### config.mk
export PLATFORM = sky130hd
export DESIGN_NAME = enigma_stream_driver
export DESIGN_NICKNAME = d
export VERILOG_FILES = /design/src/rtl/enigma_stream_driver_pkg.sv /design/src/rtl/enigma_stream_driver_fifo.sv /design/src/rtl/enigma_stream_driver.sv
export SDC_FILE = /design/constraint.sdc
export NUM_CORES = 1
export LEC_CHECK = 0
export ABC_AREA = 1
export BUFFER_PORTS_ARGS = -buffer_cell sky130_fd_sc_hd__buf_2
export CORE_MARGIN = 4
export CORE_UTILIZATION = 49
export CTS_CLUSTER_SIZE = 25
export DETAILED_ROUTE_END_ITERATION = 16
export PLACE_DENSITY = 0.78
export RECOVER_POWER = 50
export SYNTH_ARGS = -nofsm -noshare
export SYNTH_HDL_FRONTEND = slang
export SYNTH_SLANG_ARGS = --single-unit
### constraint.sdc
create_clock -name clk -period 1.9 [get_ports clk]
set_clock_uncertainty 0.15 [all_clocks]
set_input_delay 0.095 -clock clk [delete_from_list [all_inputs] [get_ports clk]]
set_output_delay 0.095 -clock clk [all_outputs]
set_load 0.005 [all_outputs]
### src/rtl/enigma_stream_driver_pkg.sv
// Shared constants and state encoding for the Enigma host-side stream driver.
package enigma_stream_driver_pkg;

  localparam int unsigned BYTE_W      = 8;
  localparam int unsigned DEF_DEPTH   = 4;
  localparam int unsigned DEF_TIMEOUT = 64;

  localparam logic [BYTE_W-1:0] ERR_BYTE = 8'h00;

  typedef enum logic [2:0] {
    ST_IDLE  = 3'd0,
    ST_SET   = 3'd1,
    ST_ISSUE = 3'd2,
    ST_WAIT  = 3'd3,
    ST_HOLD  = 3'd4
  } state_t;

endpackage

### src/rtl/enigma_stream_driver_fifo.sv
// Byte FIFO buffering host bytes ahead of the cipher core; DEPTH must be a power of 2.
module byte_fifo
  import enigma_stream_driver_pkg::*;
#(
  parameter int unsigned DEPTH = DEF_DEPTH
) (
  input  logic              clk,
  input  logic              reset_n,
  input  logic              push,
  input  logic [BYTE_W-1:0] din,
  input  logic              pop,
  output logic [BYTE_W-1:0] head,
  output logic              full,
  output logic              empty
);

  localparam int unsigned AW = $clog2(DEPTH);
  localparam logic [AW:0] FULL_CNT = (AW+1)'(DEPTH);

  logic [BYTE_W-1:0] mem [DEPTH];
  logic [AW-1:0]     wr_ptr;
  logic [AW-1:0]     rd_ptr;
  logic [AW:0]       count;
  logic              do_push;
  logic              do_pop;

  assign full    = (count == FULL_CNT);
  assign empty   = (count == '0);
  assign do_push = push && !full;
  assign do_pop  = pop && !empty;
  assign head    = mem[rd_ptr];

  // Storage is not reset; an empty count is enough to discard contents.
  always_ff @(posedge clk) begin
    if (do_push) mem[wr_ptr] <= din;
  end

  always_ff @(posedge clk or negedge reset_n) begin
    if (!reset_n) begin
      wr_ptr <= '0;
      rd_ptr <= '0;
      count  <= '0;
    end else begin
      if (do_push) wr_ptr <= wr_ptr + 1'b1;
      if (do_pop)  rd_ptr <= rd_ptr + 1'b1;
      unique case ({do_push, do_pop})
        2'b10:   count <= count + 1'b1;
        2'b01:   count <= count - 1'b1;
        default: count <= count;
      endcase
    end
  end

endmodule

### src/rtl/enigma_stream_driver.sv
// Host-side initiator for the Enigma core: buffers bytes, issues them one at a time,
// waits for done (or times out) and presents each result on a valid/ready port.
module enigma_stream_driver
  import enigma_stream_driver_pkg::*;
#(
  parameter int unsigned DEPTH   = DEF_DEPTH,
  parameter int unsigned TIMEOUT = DEF_TIMEOUT
) (
  input  logic              clk,
  input  logic              reset_n,
  input  logic              cfg_load,
  input  logic              cfg_dec,
  input  logic              host_valid,
  input  logic [BYTE_W-1:0] host_data,
  output logic              host_ready,
  output logic              res_valid,
  output logic [BYTE_W-1:0] res_data,
  output logic              res_err,
  input  logic              res_ready,
  output logic              core_set,
  output logic              core_en,
  output logic              core_valid,
  output logic [BYTE_W-1:0] core_din,
  output logic              core_dec,
  input  logic [BYTE_W-1:0] core_dout,
  input  logic              core_done,
  output logic              busy
);

  localparam int unsigned   TW      = $clog2(TIMEOUT);
  localparam logic [TW-1:0] TO_LAST = TW'(TIMEOUT - 1);

  state_t            state;
  state_t            state_nx;
  logic              configured;
  logic              dec_q;
  logic [TW-1:0]     to_cnt;
  logic [BYTE_W-1:0] res_data_q;
  logic              res_err_q;
  logic              fifo_push;
  logic              fifo_pop;
  logic              fifo_full;
  logic              fifo_empty;
  logic [BYTE_W-1:0] fifo_head;

  assign fifo_push = host_valid && !fifo_full;

  byte_fifo #(.DEPTH(DEPTH)) u_fifo (
    .clk     (clk),
    .reset_n (reset_n),
    .push    (fifo_push),
    .din     (host_data),
    .pop     (fifo_pop),
    .head    (fifo_head),
    .full    (fifo_full),
    .empty   (fifo_empty)
  );

  always_comb begin
    state_nx = state;
    fifo_pop = 1'b0;
    unique case (state)
      ST_IDLE: begin
        if (cfg_load)                       state_nx = ST_SET;
        else if (configured && !fifo_empty) state_nx = ST_ISSUE;
      end
      ST_SET:   state_nx = ST_IDLE;
      ST_ISSUE: begin
        fifo_pop = 1'b1;
        state_nx = ST_WAIT;
      end
      ST_WAIT: begin
        if (core_done || (to_cnt == TO_LAST)) state_nx = ST_HOLD;
      end
      ST_HOLD: begin
        if (res_ready) state_nx = ST_IDLE;
      end
      default: state_nx = ST_IDLE;
    endcase
  end

  always_ff @(posedge clk or negedge reset_n) begin
    if (!reset_n) state <= ST_IDLE;
    else          state <= state_nx;
  end

  // Decrypt mode is captured on the cycle cfg_load is accepted so it is already
  // stable while core_set strobes; done takes precedence over a same-cycle timeout.
  always_ff @(posedge clk or negedge reset_n) begin
    if (!reset_n) begin
      configured <= 1'b0;
      dec_q      <= 1'b0;
      to_cnt     <= '0;
      res_data_q <= '0;
      res_err_q  <= 1'b0;
    end else begin
      unique case (state)
        ST_IDLE:  if (cfg_load) dec_q <= cfg_dec;
        ST_SET:   configured <= 1'b1;
        ST_ISSUE: to_cnt <= '0;
        ST_WAIT: begin
          to_cnt <= to_cnt + 1'b1;
          if (core_done) begin
            res_data_q <= core_dout;
            res_err_q  <= 1'b0;
          end else if (to_cnt == TO_LAST) begin
            res_data_q <= ERR_BYTE;
            res_err_q  <= 1'b1;
          end
        end
        default: ;
      endcase
    end
  end

  assign host_ready = !fifo_full;
  assign res_valid  = (state == ST_HOLD);
  assign res_data   = res_data_q;
  assign res_err    = res_err_q;
  assign core_set   = (state == ST_SET);
  assign core_en    = configured;
  assign core_valid = (state == ST_ISSUE);
  assign core_din   = (state == ST_ISSUE) ? fifo_head : '0;
  assign core_dec   = dec_q;
  assign busy       = (state != ST_IDLE) || !fifo_empty;

endmodule

==> results.md <==
- Run status: complete, but fails checks
- Failing checks: setup timing
- M2 GR Usage: 36.42%
- Final cell count without fillers: 417
- Via count: 2068
- Netlist Area Pre-Place: 2572 um2
- Core area: 5107 um2
- Max VDD drop: 0.0009898 V
- Max Slew Vio Count: 0
- Commonest non-fill, non-tap cell in the layout: nand2_1
- Top Family by Delay on Critical Path: adder cells
- Worst-path clk slew: 0.06 ns
- CTS Buf Count: 9
- Ys Warns: 0
- Post-Route WL: 5788 um
- Startpoint types: flop
- WS Path Type: flop to flop
- Final period utilization: 104.9%
- Syn avg cell area: 10.37 um2
- Die area: 6473 um2
- Critical Path Most Common Cell: inv_2
- Clock tree sinks: 59
- Cell count after synthesis: 248
- RSZ-0062 raised after global routing: yes
- Arrival @ worst endpoint: 2.05 ns
- Worst path depth: 11
- Die X: 80.46 um
- DP HPWL: 3659 um
- Gpl congestion: 0.7388
- Fmax: 0.5019 GHz
- LEAKAGE: 0.001576 uW
- Antenna cells: 0
- Placement Cell Area: 2998 um2
- Io pins: 47
- Grt total ovfl: 0
- GR Layer Usage met3: 5.605%
- First-pass GRT wire length: 9880 um
- Seq/Total Area, Yosys: 63.62%
- R2R depth: 11
- HP Start: host_valid
- Clk buf depth: 2
- Initial antenna violation count: 0
- R2R Path End: u_fifo.count[2]
- Pre-antenna DRT Iters: 4
- GR peak layer: met2
- Synthesis-stage register bit count: 59
- Setup slack, reg-to-reg: -0.09 ns
- Synth Area in Simple Gates: 19.16%
- Initial Util: 50.37%
- Slowest Stage Delay on Critical Path: 0.40 ns
- Worst Hold Depth: 4
- Most frequent cells in the layout: 45 x nand2_1, 42 x nor2_1, 32 x edfxtp_1
- Pin count of the biggest net entering global routing: 28
- Share of cells above drive strength 1: 25.94%
- Worst Path Max Fanout: 3
- Hold Fails Final Rpt: 0
- Routing usage on met1: 22.80%
- Slew margin rel.: 55.64%
- Cell Rows: 26
- Fin worst setup slack: -0.09234 ns
- Synth area leaders: edfxtp_1 37%, dfrtp_1 26%, nand2_1 6.6%, nor2_1 6.3%, o21ai_0 3.9%
- Mux cell area share after synthesis: 0%
- Port buffer count: 46
- Starting DRC count in detailed routing: 122
- Post-synth net total: 278
- Synth Area in Compound Gates: 7.344%
- Req. time, crit path: 1.96 ns
- Cell taking the most area after synthesis: edfxtp_1
- Critical R2R Launch: state[2]
- Vias in the first global route: 2191
- Worst-Skew Late Latency: 0.34 ns
- Via/cell ratio: 4.959
- Largest family of logic cells by synthesized area: simple AND/OR/NAND/NOR gates
- Post-route ant nets: 0
- H-tree depth: 3
- Post-synthesis xor/xnor area fraction: 1.362%
- GRT Overall Usage: 20.47%
- Period minus WS final: 1.992 ns
- Power per cell area: 1555 nW/um2
- CP cell instances: inv_2, nand2_4, nor2_4, nand2_2, inv_2, ha_4, inv_4, fa_2, a21oi_2, o21ai_2, xor2_1
- Wire length per cell: 13.88 um
- Worst-Margin Slew: 0.6654 ns
- Fraction of the mapped netlist area in adder cells: 3.696%
- CTS tree: yes
- HP Class: input pin to flop
- Synth cell types: 27
- Vert. Die Dim: 80.46 um
- Setup Viol. Count Final: 1
- Drc violations: 0
- Area Growth Syn to Fin: 36.04%
- Worst Hold End: u_fifo.count[1]
- Fillers: 352
- Root Buffer: clkbuf_8
- Buffer and inverter count on the worst path: 3
- Synth top area share: 37.35%
- Placed Cells: 376
- Maxcap violations: 0
- Nets@finish: 372
- Finished Cell Area: 3500 um2
- Worst setup EP type: flop
- Worst path slowest cell: dfrtp_1
[Yosys cell counts]
cell type,instances
xor2_1,3
xnor2_1,1
inv_4,1
nor2_8,1
nand2_4,1
fa_1,1
ha_1,6
buf_4,3
or2_2,3
o21ai_0,20
nor2_2,1
edfxtp_1,32
nand3_1,8
o211ai_1,1
a21oi_1,13
nor2_1,43
nand2_1,45
o21ai_1,2
dfrtp_1,27
nor2_4,2
nand2_2,3
o22ai_1,1
buf_2,1
clkinv_1,1
inv_1,20
inv_2,3
nor3_1,5
[state kept, by name, summed over array words and instances (netlist names)]
| signal | count |
|---|---|
| u_fifo.mem | 32 |
| res_data | 8 |
| to_cnt | 6 |
| state | 3 |
| u_fifo.count | 3 |
| u_fifo.rd_ptr | 2 |
| u_fifo.wr_ptr | 2 |
| core_dec | 1 |
| core_en | 1 |
| res_err | 1 |
[tightest hold or removal path, delay by kind of cell]
| kind | cells | cell delay [ns] |
|---|---|---|
| buffers and inverters | 1 | 0.10 |
| AND/OR/NAND/NOR | 1 | 0.09 |
| adder cells (fa/ha/maj) | 1 | 0.16 |
| AO/OA/AOI/OAI | 1 | 0.05 |
[worst max path at each step]
stage | to | startpoint
3_3_place_gp | u_fifo.count[2] | state[2]
4_1_cts | u_fifo.count[2] | state[2]
5_1_grt | u_fifo.count[2] | state[2]
6_report | u_fifo.count[2] | state[2]
2_1_floorplan | u_fifo.count[2] | state[2]
3_5_place_dp | u_fifo.count[2] | state[2]
[through the flow]
step / hold WS [ns] / util (%) / total power (uW) / worst slack, ns / TNS [ns]
final: 0.05883 / 68.52 / 5442 / -0.09234 / -0.09234
after global routing: 0.06903 / 68.52 / 5821 / -0.1710 / -0.1710
after CTS: 0.06087 / 68.45 / 5397 / -0.06654 / -0.06654
after detailed placement: -0.02184 / 58.70 / 3786 / -0.04271 / -0.04271
after global placement: -0.01676 / 58.70 / 3704 / 0.01872 / 0
after floorplan: -0.3506 / - / 3067 / -0.05923 / -0.05923
[kinds of logic (layout without fill, tap and decap cells)]
kind of cell / Yosys count / after routing
adders and majority gates: 7 / 7
DFF: 59 / 59
xor gates and xnor gates: 4 / 4
buffers and inverters: 29 / 128
and+or+nand+nor: 112 / 112
AOI/OAI and AO/OA: 37 / 37
[repair_timing]
action	4_1_cts	5_1_grt
resized for setup	2	4
endpoints found under the hold margin	71	0
endpoints found under the setup margin	1	10
pin swaps	0	1
hold buffers	21	0
buffers inserted	2	2
[metal layers]
| layer | wire length (um) | vias up |
|---|---|---|
| met5 | 0 | - |
| met4 | 151 | 0 |
| met3 | 269 | 16 |
| met2 | 3105 | 55 |
| met1 | 2262 | 994 |
| li1 | - | 1003 |
[power by group]
group / total [uW] / switching (uW) / leakage (uW) / internal [uW]
clock: 1520 / 486 / 0.000134 / 1040
sequential: 1920 / 190 / 0.000627 / 1730
combinational: 2000 / 1150 / 0.000816 / 841
[cell type report]
class                      instances  area (um2)  area share, %
inverter                          25       98.84          2.824
multi-input combinational        160       837.1          23.92
clock buffer                      11       141.4          4.040
timing repair buffer              87       571.8          16.34
clock inverter                     5       125.1          3.575
tap                               70       87.58          2.503
sequential                        59        1638          46.80
(Power assumes the default switching activity.)
